**config.mk**
```make
export PLATFORM = sky130hd
export DESIGN_NAME = mem_port_arbiter
export DESIGN_NICKNAME = d
export VERILOG_FILES = /design/src/rtl/mem_port_arbiter.sv
export SDC_FILE = /design/constraint.sdc
export NUM_CORES = 1
export LEC_CHECK = 0
export BUFFER_PORTS_ARGS = -buffer_cell sky130_fd_sc_hd__buf_2
export CORE_MARGIN = 2
export CORE_UTILIZATION = 39
export DETAILED_ROUTE_END_ITERATION = 10
export GPL_ROUTABILITY_DRIVEN = 0
export PLACE_DENSITY = 0.67
export SYNTH_ARGS = -nofsm -noshare
export SYNTH_HDL_FRONTEND = slang
export SYNTH_SLANG_ARGS = --single-unit
```
**constraint.sdc**
```tcl
create_clock -name clk -period 2.2 [get_ports clk]
set_clock_uncertainty 0.2 [all_clocks]
set_input_delay 0.22 -clock clk [delete_from_list [all_inputs] [get_ports clk]]
set_output_delay 0.22 -clock clk [all_outputs]
set_load 0.02 [all_outputs]
```
**src/rtl/mem_port_arbiter.sv**
```systemverilog
// mem_port_arbiter: shares one fixed-latency memory between the CPU fetch (I) and data (D) ports.
// D wins arbitration, but a bounded D streak keeps a pending fetch from starving.
module mem_port_arbiter #(
    parameter int WORD_SIZE    = 16,
    parameter int LATENCY      = 2,
    parameter int MAX_D_STREAK = 4
) (
    input  logic                 clk,
    input  logic                 reset_n,
    input  logic                 i_req,
    input  logic [WORD_SIZE-1:0] i_addr,
    output logic [WORD_SIZE-1:0] i_data,
    output logic                 i_ready,
    input  logic                 d_req,
    input  logic                 d_we,
    input  logic [WORD_SIZE-1:0] d_addr,
    input  logic [WORD_SIZE-1:0] d_wdata,
    output logic [WORD_SIZE-1:0] d_rdata,
    output logic                 d_ready,
    output logic                 mem_read,
    output logic                 mem_write,
    output logic [WORD_SIZE-1:0] mem_addr,
    output logic [WORD_SIZE-1:0] mem_wdata,
    input  logic [WORD_SIZE-1:0] mem_rdata,
    output logic                 busy
);
    localparam int CW = (LATENCY > 1) ? $clog2(LATENCY) : 1;
    localparam int SW = $clog2(MAX_D_STREAK + 1);

    typedef enum logic [1:0] {IDLE, ISSUE, WAIT, RESP} state_t;

    state_t               state_q;
    logic [CW-1:0]        cnt_q;
    logic [SW-1:0]        streak_q, streak_d;
    logic                 owner_q, we_q;
    logic [WORD_SIZE-1:0] i_data_q, d_rdata_q, addr_q, wdata_q;
    logic                 i_ready_q, d_ready_q, read_q, write_q, busy_q;
    logic                 d_win, i_win;

    assign d_win    = d_req && (!i_req || streak_q < SW'(MAX_D_STREAK));
    assign i_win    = i_req && !d_win;
    // a D grant only counts toward the streak while fetch is actually waiting
    assign streak_d = (d_win && i_req) ? streak_q + 1'b1 : '0;

    always_ff @(posedge clk or negedge reset_n) begin
        if (!reset_n) begin
            state_q   <= IDLE;
            cnt_q     <= '0;
            streak_q  <= '0;
            owner_q   <= 1'b0;
            we_q      <= 1'b0;
            i_data_q  <= '0;
            d_rdata_q <= '0;
            addr_q    <= '0;
            wdata_q   <= '0;
            i_ready_q <= 1'b0;
            d_ready_q <= 1'b0;
            read_q    <= 1'b0;
            write_q   <= 1'b0;
            busy_q    <= 1'b0;
        end else begin
            case (state_q)
                IDLE: if (d_win || i_win) begin
                    state_q  <= ISSUE;
                    busy_q   <= 1'b1;
                    owner_q  <= d_win;
                    we_q     <= d_win && d_we;
                    addr_q   <= d_win ? d_addr : i_addr;
                    wdata_q  <= d_win ? d_wdata : '0;
                    read_q   <= !(d_win && d_we);
                    write_q  <= d_win && d_we;
                    streak_q <= streak_d;
                end
                ISSUE: begin
                    state_q <= WAIT;
                    cnt_q   <= CW'(LATENCY - 1);
                    read_q  <= 1'b0;
                    write_q <= 1'b0;
                end
                WAIT: if (cnt_q == '0) begin
                    state_q   <= RESP;
                    i_ready_q <= !owner_q;
                    d_ready_q <= owner_q;
                    if (!we_q && owner_q) d_rdata_q <= mem_rdata;
                    if (!we_q && !owner_q) i_data_q <= mem_rdata;
                end else begin
                    cnt_q <= cnt_q - 1'b1;
                end
                RESP: begin
                    state_q   <= IDLE;
                    busy_q    <= 1'b0;
                    i_ready_q <= 1'b0;
                    d_ready_q <= 1'b0;
                end
                default: state_q <= IDLE;
            endcase
        end
    end

    assign i_data    = i_data_q;
    assign i_ready   = i_ready_q;
    assign d_rdata   = d_rdata_q;
    assign d_ready   = d_ready_q;
    assign mem_read  = read_q;
    assign mem_write = write_q;
    assign mem_addr  = addr_q;
    assign mem_wdata = wdata_q;
    assign busy      = busy_q;
endmodule

```
==> results_dict.tcl <==
set metrics [dict create \
    yosysWarningCount 0 \
    wl_met1_um 3760 \
    number_of_distinct_standard_cells_referenced_by_the_synthesized_netlist 32 \
    ctsRootBufferMaster "clkbuf_8" \
    antenna-diode-count 0 \
    clockBufferDepth 2 \
    dr_wl_met3_um 548 \
    timing.critical_path.fanout_max 16 \
    antenna_found_initial 0 \
    cell_type_of_the_slowest_stage_on_the_worst_timing_path "dfrtp_1" \
    crit_required_ns 2.22 \
    top_signal_layer_used "met4" \
    die_x_um 95.1 \
    register_area_um2 1930 \
    power.ir.vdd_worst_v 0.000622 \
    synth_sequential_area_ratio_pct 59.6 \
    first_pass_iters 4 \
    criticalPathCategory "reg2reg" \
    setup_viol_count_final 0 \
    layout.nets 536 \
    cts_inserted_buffers 9 \
    area_growth_syn_to_fin_pct 53.0 \
    yosys-top-cells-area "dfrtp_1 (60%), mux2_2 (8.4%), a22o_1 (6.0%)" \
    timing.setup.tns_ns 0 \
    final_critical_path_required_period_ns 2.03 \
    grt_usage_pct 19.4 \
    worstSetupStartpointType "flip-flop" \
    timing.max_cap.violations 0 \
    synth_nets 328 \
    timing.critical_path.max_delay_family "flip-flops" \
    worstHoldPathType "in2reg" \
    power.density_nw_per_um2 1350 \
    synth.largest_area_cell "dfrtp_1" \
    synth-edff-count 0 \
    grt-ovfl-total 0 \
    clk_pin_slew_ns 0.08 \
    grt_pass1_vias 2734 \
    vias_post_dr 2792 \
    multiInputGateArea_um2 1200 \
    timing.critical_path.cells "inv_1 > ha_1 > nor4b_4 > buf_12 > mux2_2" \
    worst_path_largest_cell_delay_ns 0.42 \
    yosysTopAreaCellShare_pct 59.6 \
    drt-vias-per-instance 4.90 \
    dominantRegCellSynth "dfrtp_1" \
    power.leakage_nw 2.42 \
    synthesis.area_per_instance_um2 12.8 \
    antenna_violating_nets_post_route 0 \
    number_of_failing_hold_endpoints_at_the_final_stage 0 \
    coreArea_um2 8130 \
    die_h_um 95.1 \
    num_rows 33 \
    dieArea_um2 9030 \
    met2_length_um 4210 \
    clock_tree_from_tritoncts "done" \
    floorplan.initialDensity_pct 39.7 \
    post_cts_resize_count 0 \
    post_drt_wl_per_cell_um 15.3 \
    relSlewSlack_pct 64.4 \
    largest_net_degree_at_the_start_of_global_routing 40 \
    run_status "finished, final reports clean" \
    num-fill-cells 615 \
    postSynthCellCount 253 \
    critPathBufInv 2 \
    synth-seq-cells 77 \
    fin_total_pwr_mw 6.70 \
    worstSkewPairLatency_ns 0.34 \
    worst_tran_pin_value_ns 0.533 \
    cp_data_arrival_time_ns 2.06 \
    slew_violations 0 \
    number_of_levels_in_the_clock_h_tree 3 \
    max_freq_ghz 0.492 \
    place.detailed.hpwl_um 5330 \
    unrepaired_setup_endpoints_after_global_routing "no" \
    layout_cells_sized_above_1_pct 42.8 \
    timing.final.crit_share_pct 92.5 \
    cp-end-kind "flip-flop" \
    ioPinCount 138 \
    final_core_util_pct 60.8 \
    detailedRoute.firstIterationViolations 136 \
    total_number_of_clock_tree_sinks 77 \
    asyncSetResetFlopFracSynth_pct 100 \
    synth.cell_area_um2 3230 \
    buffers_on_ports 137 \
    post-route-drc-count 0 \
    drt_wl_total_um 8710 \
    grt_first_pass_wirelength_um 13400 \
]
## sequential cells by signal, summed over array words and instances (netlist names), 2 cells and up
signal	flops
state_q	2
i_data	16
d_rdata	16
mem_wdata	16
streak_q	3
mem_addr	16
## cell usage after synthesis, types with 2 or more instances
library cell	instances
o21ai_0	3
inv_1	4
nand2_1	21
clkbuf_1	3
nor2_1	20
mux2_4	10
a21oi_1	32
buf_2	8
mux2_2	24
nor3b_1	3
dfrtp_1	77
a22o_1	22
ha_1	6
buf_6	2
## through the flow
| step | hold WS (ns) | instance area (µm²) | setup slack (ns) | std cells |
|---|---|---|---|---|
| 2_1_floorplan | -0.276 | 3230 | 0.196 | 253 |
| 3_3_place_gp | 0.0181 | 4070 | 0.266 | 489 |
| 3_5_place_dp | 0.0303 | 4070 | 0.183 | 489 |
| 4_1_cts | 0.0375 | 4950 | 0.161 | 570 |
| 5_1_grt | 0.0578 | 4950 | 0.0570 | 570 |
| 6_report | 0.0594 | 4950 | 0.166 | 570 |
## worst register-to-register path, cell delays in order (launching register included)
cell and delay, ns:
dfrtp_1 0.42, inv_1 0.12, ha_1 0.32, nor4b_4 0.30, buf_12 0.21, mux2_2 0.35
## cell type report
type | instances | area share (%)
multi-input combinational | 158 | 24.3
sequential | 77 | 38.9
tap | 105 | 2.66
inverter | 4 | 0.303
timing repair buffer | 211 | 29.5
clock inverter | 6 | 1.80
clock buffer | 9 | 2.50
## repair_timing
item,CTS,global route
buffers inserted,0,0
hold buffers,66,0
endpoints found under the hold margin,104,0
## kinds of logic after synthesis
group / Yosys count / synth area share [%]
buffers and inverters: 18 / 3.21
AOI/OAI and AO/OA: 70 / 14.8
and+or+nand+nor: 47 / 6.77
muxes: 35 / 13.3
adders and majority gates: 6 / 2.32
DFF: 77 / 59.6
## layer usage
metal,vias to the layer above,global-route usage (%)
li1,1312,-
met5,-,0
met2,129,32.4
met1,1333,24.8
met4,0,8.45
met3,18,3.56
## power by group
group	switching [mW]	internal (mW)
registers	0.411	2.08
clock network	0.522	0.632
logic	1.71	1.35
total	2.65	4.06
## path summary, 6_finish.rpt
kind / start / endpoint / slack, ns / depth (start not counted)
worst max-delay path: state_q[0] / i_data[0] / 0.17 / 5
worst min-delay path: i_req / owner_q / 0.06 / 3
worst max register to register: state_q[0] / i_data[0] / 0.17 / 5
worst min register to register: mem_wdata[8] / mem_wdata[8] / 0.31 / 1
max in group asynchronous: reset_n / d_rdata[12] / 1.03 / 3
min in group asynchronous: reset_n / d_rdata[15] / 0.19 / 2
## cell usage in the layout (no fill, tap or decap), drive strengths merged, types with 2 or more instances in the layout
| cell | count |
|---|---|
| a21oi | 33 |
| a22o | 22 |
| buf | 145 |
| bufinv | 2 |
| clkbuf | 9 |
| clkinv | 2 |
| clkinvlp | 2 |
| dfrtp | 77 |
| dlygate4sd3 | 66 |
| ha | 6 |
| inv | 4 |
| mux2 | 34 |
| nand2 | 21 |
| nor2 | 20 |
| nor3b | 3 |
| o21ai | 4 |
(Power assumes the default switching activity.)
